File: config.mk
export PLATFORM = sky130hd
export DESIGN_NAME = stream_demux
export DESIGN_NICKNAME = d
export VERILOG_FILES = /design/src/rtl/stream_demux.sv
export SDC_FILE = /design/constraint.sdc
export NUM_CORES = 1
export LEC_CHECK = 0
export CAP_MARGIN = 20
export CORE_ASPECT_RATIO = 1.2
export CORE_MARGIN = 3
export CORE_UTILIZATION = 44
export CTS_CLUSTER_DIAMETER = 30
export DETAILED_ROUTE_END_ITERATION = 10
export GPL_TIMING_DRIVEN = 0
export MAX_ROUTING_LAYER = met4
export PLACE_DENSITY = 0.81
export SYNTH_ARGS = -nofsm -noshare
export SYNTH_HDL_FRONTEND = slang
export SYNTH_SLANG_ARGS = --single-unit
File: constraint.sdc
create_clock -name clk -period 4.75 [get_ports clk]
set_input_delay 0.95 -clock clk [delete_from_list [all_inputs] [get_ports clk]]
set_output_delay 0.95 -clock clk [all_outputs]
set_load 0.05 [all_outputs]
File: src/rtl/stream_demux.sv
// stream_demux: splits one tagged beat stream into STREAM_COUNT output streams.
// The first beat of each packet picks the output from s_id_i. The rest of the
// packet follows the same output, whatever id its beats carry. A packet whose
// first beat carries an out-of-range id is discarded whole and counted.
//
// Ports:
//   clk, rst_n        clock, async active-low reset
//   s_*_i / s_ready_o input stream (data, qos, id, last, valid / ready)
//   m_*_o / m_ready_i per-output streams, one register slice each
//   drop_cnt_o        saturating count of dropped packets

// One output register slice. It can load when it is empty or being drained
// in the same cycle. Because of that, held data never changes under stall.
module stream_demux_slot #(
  parameter int DW = 8,
  parameter int QW = 4
) (
  input  logic          clk,
  input  logic          rst_n,
  input  logic          load_i,
  input  logic [DW-1:0] data_i,
  input  logic [QW-1:0] qos_i,
  input  logic          last_i,
  input  logic          ready_i,
  output logic          free_o,
  output logic          valid_o,
  output logic [DW-1:0] data_o,
  output logic [QW-1:0] qos_o,
  output logic          last_o
);
  logic          valid_q;
  logic [DW-1:0] data_q;
  logic [QW-1:0] qos_q;
  logic          last_q;

  always_ff @(posedge clk or negedge rst_n) begin
    if (!rst_n) begin
      valid_q <= 1'b0;
      data_q  <= '0;
      qos_q   <= '0;
      last_q  <= 1'b0;
    end else if (load_i) begin
      valid_q <= 1'b1;
      data_q  <= data_i;
      qos_q   <= qos_i;
      last_q  <= last_i;
    end else if (ready_i) begin
      valid_q <= 1'b0;
    end
  end

  assign free_o  = !valid_q || ready_i;
  assign valid_o = valid_q;
  assign data_o  = data_q;
  assign qos_o   = qos_q;
  assign last_o  = last_q;
endmodule

module stream_demux #(
  parameter int T_DATA_WIDTH = 8,
  parameter int T_QOS__WIDTH = 4,
  parameter int STREAM_COUNT = 2,
  parameter int CNT_WIDTH    = 16,
  localparam int T_ID___WIDTH = (STREAM_COUNT > 1) ? $clog2(STREAM_COUNT) : 1
) (
  input  logic                                       clk,
  input  logic                                       rst_n,
  input  logic [T_DATA_WIDTH-1:0]                    s_data_i,
  input  logic [T_QOS__WIDTH-1:0]                    s_qos_i,
  input  logic [T_ID___WIDTH-1:0]                    s_id_i,
  input  logic                                       s_last_i,
  input  logic                                       s_valid_i,
  output logic                                       s_ready_o,
  output logic [STREAM_COUNT-1:0][T_DATA_WIDTH-1:0]  m_data_o,
  output logic [STREAM_COUNT-1:0][T_QOS__WIDTH-1:0]  m_qos_o,
  output logic [STREAM_COUNT-1:0]                    m_last_o,
  output logic [STREAM_COUNT-1:0]                    m_valid_o,
  input  logic [STREAM_COUNT-1:0]                    m_ready_i,
  output logic [CNT_WIDTH-1:0]                       drop_cnt_o
);
  typedef enum logic [1:0] {IDLE, PKT, DROP} state_e;

  state_e                  state_q;
  logic [T_ID___WIDTH-1:0] lock_id_q;
  logic [CNT_WIDTH-1:0]    drop_cnt_q;

  logic                    id_ok;
  logic [T_ID___WIDTH-1:0] tgt;
  logic                    tgt_vld;
  logic [STREAM_COUNT-1:0] sel;
  logic [STREAM_COUNT-1:0] free;
  logic [STREAM_COUNT-1:0] load;
  logic                    accept;

  // Out-of-range ids only exist for a non-power-of-2 STREAM_COUNT.
  assign id_ok   = 32'(s_id_i) < STREAM_COUNT;
  assign tgt     = (state_q == PKT) ? lock_id_q : s_id_i;
  assign tgt_vld = (state_q == PKT) || ((state_q == IDLE) && id_ok);

  // A one-hot lane select avoids indexing the outputs with an out-of-range id.
  // With no target (drop), the input is always accepted so the beat can be discarded.
  assign s_ready_o = !tgt_vld || |(sel & free);
  assign accept    = s_valid_i && s_ready_o;

  for (genvar i = 0; i < STREAM_COUNT; i++) begin : g_lane
    assign sel[i]  = tgt_vld && (tgt == T_ID___WIDTH'(i));
    assign load[i] = accept && sel[i];

    stream_demux_slot #(.DW(T_DATA_WIDTH), .QW(T_QOS__WIDTH)) u_slot (
      .clk     (clk),
      .rst_n   (rst_n),
      .load_i  (load[i]),
      .data_i  (s_data_i),
      .qos_i   (s_qos_i),
      .last_i  (s_last_i),
      .ready_i (m_ready_i[i]),
      .free_o  (free[i]),
      .valid_o (m_valid_o[i]),
      .data_o  (m_data_o[i]),
      .qos_o   (m_qos_o[i]),
      .last_o  (m_last_o[i])
    );
  end

  always_ff @(posedge clk or negedge rst_n) begin
    if (!rst_n) begin
      state_q    <= IDLE;
      lock_id_q  <= '0;
      drop_cnt_q <= '0;
    end else if (accept) begin
      case (state_q)
        IDLE: begin
          if (id_ok) begin
            if (!s_last_i) begin
              state_q   <= PKT;
              lock_id_q <= s_id_i;
            end
          end else begin
            if (drop_cnt_q != '1) drop_cnt_q <= drop_cnt_q + 1'b1;
            if (!s_last_i) state_q <= DROP;
          end
        end
        PKT, DROP: if (s_last_i) state_q <= IDLE;
        default:   state_q <= IDLE;
      endcase
    end
  end

  assign drop_cnt_o = drop_cnt_q;
endmodule

==> results of run 1 <==
worst max-delay path, cell delays in order:
cell and delay (ps):
clkdlybuf4s50_1 430, mux2i_2 280, mux2_2 380, clkdlybuf4s50_1 700
routing by layer:
metal  GRT usage, %  wire length (um)  vias up  share of wire, %
li1               -                 -      412                 -
met1           17.3              1030      413                37
met2           26.3              1490       40                54
met3           5.93               209        7               7.6
met4           5.22                31        0               1.1
met5              -                 0        -                 0
cell type report:
class	count	area (um^2)	share of cell area, %
Sequential cell	30	751	36.6
Multi-Input combinational cell	54	526	25.6
Timing Repair Buffer	48	498	24.3
Buffer	22	176	8.59
Clock buffer	7	55.1	2.68
Tap cell	34	42.5	2.07
Clock inverter	1	5.00	0.244
synth_stat cells:
library cell / number
mux2_4: 14
buf_8: 1
a31o_1: 1
dfrtp_1: 30
buf_4: 20
conb_1: 1
nand3b_4: 1
nand2_1: 2
a21oi_1: 1
mux2_1: 1
mux2i_2: 1
mux2_2: 13
nand3_4: 1
a211oi_2: 1
nand2b_1: 2
buf_6: 1
power groups by stage:
| stage | combinational (mW) | clock (mW) | sequential (mW) |
|---|---|---|---|
| after detailed placement | 1.04 | 0 | 0.463 |
| after global placement | 1.03 | 0 | 0.453 |
| final | 1.03 | 0.158 | 0.458 |
| after floorplan | 0.359 | 0 | 0.823 |
| after global routing | 1.07 | 0.173 | 0.474 |
| after CTS | 1.05 | 0.163 | 0.460 |
sequential cells by signal, summed over array words and instances, names as in the netlist:
signal                 cells
g_lane.u_slot.valid_o      2
g_lane.u_slot.last_o       2
g_lane.u_slot.data_o      16
state_q                    1
g_lane.u_slot.qos_o        8
lock_id_q                  1
final timing paths:
check / cells after the start / from / to / slack, ps
max: 4 / s_id_i / s_ready_o / 1070
min reg2reg: 1 / g_lane[1].u_slot.data_o[3]$_DFFE_PN0P_ / g_lane[1].u_slot.data_o[3]$_DFFE_PN0P_ / 510
min in group asynchronous: 1 / rst_n / g_lane[0].u_slot.data_o[3]$_DFFE_PN0P_ / 1050
max reg2reg: 4 / state_q[0]$_DFFE_PN0P_ / lock_id_q$_DFFE_PN0P_ / 3090
max in group asynchronous: 2 / rst_n / g_lane[0].u_slot.qos_o[1]$_DFFE_PN0P_ / 3180
min: 1 / g_lane[1].u_slot.data_o[3]$_DFFE_PN0P_ / g_lane[1].u_slot.data_o[3]$_DFFE_PN0P_ / 510
cells by family (layout without fill, tap and decap cells):
logic type,after synthesis,count (layout),synth area share [%]
mux,29,29,27.3
other cells,1,16,0.269
simple gates,6,6,4.12
flops,30,30,53.8
compound gates,3,3,1.88
buf+inv,22,78,12.6
==> metrics.csv, run 1 <==
metric,value,unit
sequentialPowerShare,27.8,%
power_leakage,0.982,nW
floorplan.initialDensity,47.9,%
detail_route.drc_violations,0,
max_fo_critical_path,3,
syn-cell-area,1400,um^2
final.period_utilization,77.6,%
numClockSinks,30,
layout-drive-gt1-share,37.7,%
n_antenna_cell,0,
cts_resized,0,
grt_pass1_wl,4330,um
layout.core_utilization,70.4,%
power_density,804,nW/um^2
timing.critical_path.from_type,input pin,
result_of_the_run,"finished, final reports clean",
grt_use_total,15.7,%
gp_congestion,0.746,
cts-root-buf,clkbuf_4,
period_minus_slack,3680,ps
unrepaired_setup_endpoints_after_global_routing,no,
critPathArrivalTime,2730,ps
numCtsBuffers,5,
drt_pre_antenna_iters,4,
stdcell_count,196,
whs,509,ps
post_synth_inst_count,91,
report.final.hold_viol_count,0,
drt_wl_total,2760,um
cts_tree,yes,
synth_area_per_cell,15.3,um^2
max_cap_viol_count,0,
timing.final.ws_setup,1070,ps
port-buffer-count,47,
vias_per_cell,4.45,
ctsHoldBuffers,0,
chipWidth,57.4,um
setup-violations-final,0,
power_report.internal_total,0.872,mW
critical_path.endpoint_type,output pin,
crit_type,input pin to output pin,
netlist-cell-type-count,16,
post_cts.repair.setup_buffers,0,
stdcell_area,2050,um^2
synthToLayoutAreaGrowth,47.0,%
first_global_vias,904,
comb_power_share,62.7,%
postSynthRegisterBits,30,
grt_antenna_before_repair,0,
place_inst,188,
timing.max_slew.rel_slack,52.1,%
dp_worst_setup_slack,1050,ps
drtAntennaViolNets,0,
design.core.area,2920,um^2
clkPwrFrac,9.6,%
grt_max_degree,18,
worstHoldPathType,flop to flop,
yosys.area.top_type,dfrtp_1,
yosysWarningCount,0,
vias,872,
vdd_ir_drop_max,0.000526,V
totalPowerFinal,1.65,mW
timing.final.max_slew_violations,0,
fraction_of_power_spent_switching_nets,47.2,%
most-common-layout-cells,"clkdlybuf4s50_1, dfrtp_1, buf_4",
hpwl,2180,um
post_dp_cell_area,1990,um^2
clock_latency,320,ps
max_slew.worst_pin.slew,717,ps
ioPinCount,64,
nets,180,
finalClockSkew,8.21,ps
cts_htree_levels,2,
clock.fmax,0.271,GHz
layout_commonest_cell,clkdlybuf4s50_1,
overflow,0,
ys_seq_area_share,53.8,%
cell_types_with_the_largest_area_share_after_synthesis,"dfrtp_1, mux2_4, buf_4",
fin_tns_setup,0,ps
crit_required,3800,ps
fillCellCount,214,
max-clock-path-buffers,2,
die_h,67.7,um
avgRoutedWirePerCell,14.1,um
drt_iter0_markers,16,
die-area,3890,um^2
clk_pin_slew,90,ps
p_sw,0.779,mW
rows,21,
synth_top_area_share,53.8,%
No activity file was read; power rests on OpenSTA's default activity.
==> run 2: changes to the inputs <==
--- a/config.mk
+++ b/config.mk
@@ -8,12 +8,12 @@
 export CAP_MARGIN = 20
 export CORE_ASPECT_RATIO = 1.2
 export CORE_MARGIN = 3
-export CORE_UTILIZATION = 44
+export CORE_UTILIZATION = 41
 export CTS_CLUSTER_DIAMETER = 30
 export DETAILED_ROUTE_END_ITERATION = 10
 export GPL_TIMING_DRIVEN = 0
 export MAX_ROUTING_LAYER = met4
-export PLACE_DENSITY = 0.81
+export PLACE_DENSITY = 0.76
 export SYNTH_ARGS = -nofsm -noshare
 export SYNTH_HDL_FRONTEND = slang
 export SYNTH_SLANG_ARGS = --single-unit
==> constraint.sdc (replaced) <==
create_clock -name clk -period 3.5 [get_ports clk]
set_input_delay 0.7 -clock clk [delete_from_list [all_inputs] [get_ports clk]]
set_output_delay 0.7 -clock clk [all_outputs]
set_load 0.05 [all_outputs]
==> metrics.csv, run 2 (same netlist as run 1, synthesis figures left out) <==
metric,value,unit,change
vdd_ir_drop_max,0.000736,V,was 0.000526 V
die_h,69.9,um,was 67.7 um
critical_path.slowest_cell,clkdlybuf4s50_1,,unchanged
drt_iter0_markers,8,,was 16
stdcell_count,196,,unchanged
synthToLayoutAreaGrowth,45.7,%,was 47.0%
crit_type,input pin to output pin,,unchanged
place_inst,190,,was 188
period_minus_slack,3190,ps,
hold-path-endpoint,g_lane[1].u_slot.data_o[2]$_DFFE_PN0P_,,was g_lane[1].u_slot.data_o[3]$_DFFE_PN0P_
cts_htree_levels,2,,unchanged
grt_use_total,15.7,%,about the same
most-common-layout-cells,"clkdlybuf4s50_1, dfrtp_1, buf_4",,unchanged
power_density,1090,nW/um^2,was 804 nW/um^2
max-clock-path-buffers,2,,unchanged
clk_pin_slew,80,ps,was 90 ps
n_antenna_cell,0,,unchanged
post_cts.repair.setup_buffers,0,,unchanged
die-area,4150,um^2,was 3890 um^2
layout-drive-gt1-share,37.5,%,was 37.7%
numCtsBuffers,5,,unchanged
worst_r2r_startpoint,state_q[0]$_DFFE_PN0P_,,unchanged
path_common_cell,clkdlybuf4s50_1,,unchanged
fin_tns_setup,0,ps,unchanged
max_fo_critical_path,3,,unchanged
crit_required,2800,ps,was 3800 ps
report.final.hold_viol_count,0,,unchanged
hold-path-cell-count,1,,unchanged
cp_cell_sequence,clkdlybuf4s50_1 -> mux2i_2 -> mux2_2 -> clkdlybuf4s50_1,,unchanged
chipWidth,59.3,um,was 57.4 um
whs,512,ps,was 509 ps
grt_max_degree,17,,was 18
fillCellCount,257,,was 214
clock_latency,320,ps,about the same
nets,180,,unchanged
floorplan.initialDensity,44.1,%,was 47.9%
unrepaired_setup_endpoints_after_global_routing,no,,unchanged
clock.fmax,0.313,GHz,
rows,22,,was 21
finalClockSkew,4.59,ps,was 8.21 ps
cts_tree,yes,,unchanged
worst-r2r-cell-count,4,,unchanged
result_of_the_run,"finished, final reports clean",,unchanged
grt_pass1_wl,4710,um,was 4330 um
timing.critical_path.from_type,input pin,,unchanged
max_cap_viol_count,0,,unchanged
avgRoutedWirePerCell,14.2,um,was 14.1 um
vias,892,,was 872
final.period_utilization,91.2,%,
worstHoldPathType,flop to flop,,unchanged
critPathArrivalTime,2490,ps,was 2730 ps
detail_route.drc_violations,0,,unchanged
grt_antenna_before_repair,0,,unchanged
first_global_vias,967,,was 904
post_dp_cell_area,1980,um^2,was 1990 um^2
port-buffer-count,47,,unchanged
ioPinCount,64,,unchanged
timing.reg2reg.setup_slack,1810,ps,was 3090 ps
holdCritStartpoint,g_lane[1].u_slot.data_o[2]$_DFFE_PN0P_,,was g_lane[1].u_slot.data_o[3]$_DFFE_PN0P_
critical_path.endpoint_type,output pin,,unchanged
max_slew.worst_pin.slew,726,ps,was 717 ps
power_leakage,0.972,nW,was 0.982 nW
drt_pre_antenna_iters,3,,was 4
design.core.area,3170,um^2,was 2920 um^2
hpwl,2180,um,about the same
stdcell_area,2030,um^2,was 2050 um^2
gp_congestion,0.647,,was 0.746
worst_path_largest_cell_delay,710,ps,was 700 ps
regToRegEndpoint,lock_id_q$_DFFE_PN0P_,,unchanged
vias_per_cell,4.55,,was 4.45
layout_commonest_cell,clkdlybuf4s50_1,,unchanged
timing.max_slew.rel_slack,51.4,%,was 52.1%
drtAntennaViolNets,0,,unchanged
cts-root-buf,clkbuf_4,,unchanged
drt_wl_total,2790,um,was 2760 um
ctsHoldBuffers,0,,unchanged
totalPowerFinal,2.22,mW,was 1.65 mW
timing.final.max_slew_violations,0,,unchanged
overflow,0,,unchanged
setup-violations-final,0,,unchanged
numClockSinks,30,,unchanged
largest_reg_flops,16,,unchanged
cts_resized,0,,unchanged
run 2: cell types whose count changed in the layout (fill, tap and decap cells not counted):
cell	before	now
clkbuf_1	1	0
clkinv_2	1	0
buf_16	1	0
buf_8	1	2
run 2: how the worst max path moves through the flow:
stage,startpoint,end,slack [ps],cells past startpoint
2_1_floorplan,s_id_i,s_ready_o,1360,2
3_3_place_gp,s_id_i,s_ready_o,320,4
3_5_place_dp,s_id_i,s_ready_o,300,4
4_1_cts,s_id_i,s_ready_o,290,4
5_1_grt,s_id_i,s_ready_o,250,4
6_report,s_id_i,s_ready_o,310,4
run 2: report_power, final:
group / switching, mW / internal [mW] / total, mW
logic: 0.836 / 0.564 / 1.40
clock network: 0.106 / 0.0903 / 0.196
registers: 0.0992 / 0.521 / 0.620
run 2: layer usage:
| layer | GRT usage (%) | part of all wire [%] | up-vias |
|---|---|---|---|
| li1 | - | - | 411 |
| met5 | - | 0 | - |
| met4 | 5.29 | 1.5 | 0 |
| met1 | 17.6 | 37 | 441 |
| met2 | 25.2 | 54 | 34 |
| met3 | 5.91 | 7.3 | 6 |
run 2: metrics by stage:
stage,setup WS [ps],util [%]
after floorplan,1360,-
after global placement,316,62.2
after CTS,294,64.3
after global routing,249,64.3
after detailed placement,300,62.6
final,306,64.3
run 2: area by class of cell:
cell class / count / area (um^2) / area share [%]
multi-input cells: 54 / 526 / 25.8
well taps: 36 / 45.0 / 2.21
flip-flops and latches: 30 / 751 / 36.9
clock buffers: 6 / 51.3 / 2.52
plain buffers: 22 / 176 / 8.67
repair buffers: 48 / 485 / 23.9
run 2: worst max-delay path: cells and delay by family:
family / cells / cell delay [ps]
buffers and inverters: 2 / 1140
muxes: 2 / 650
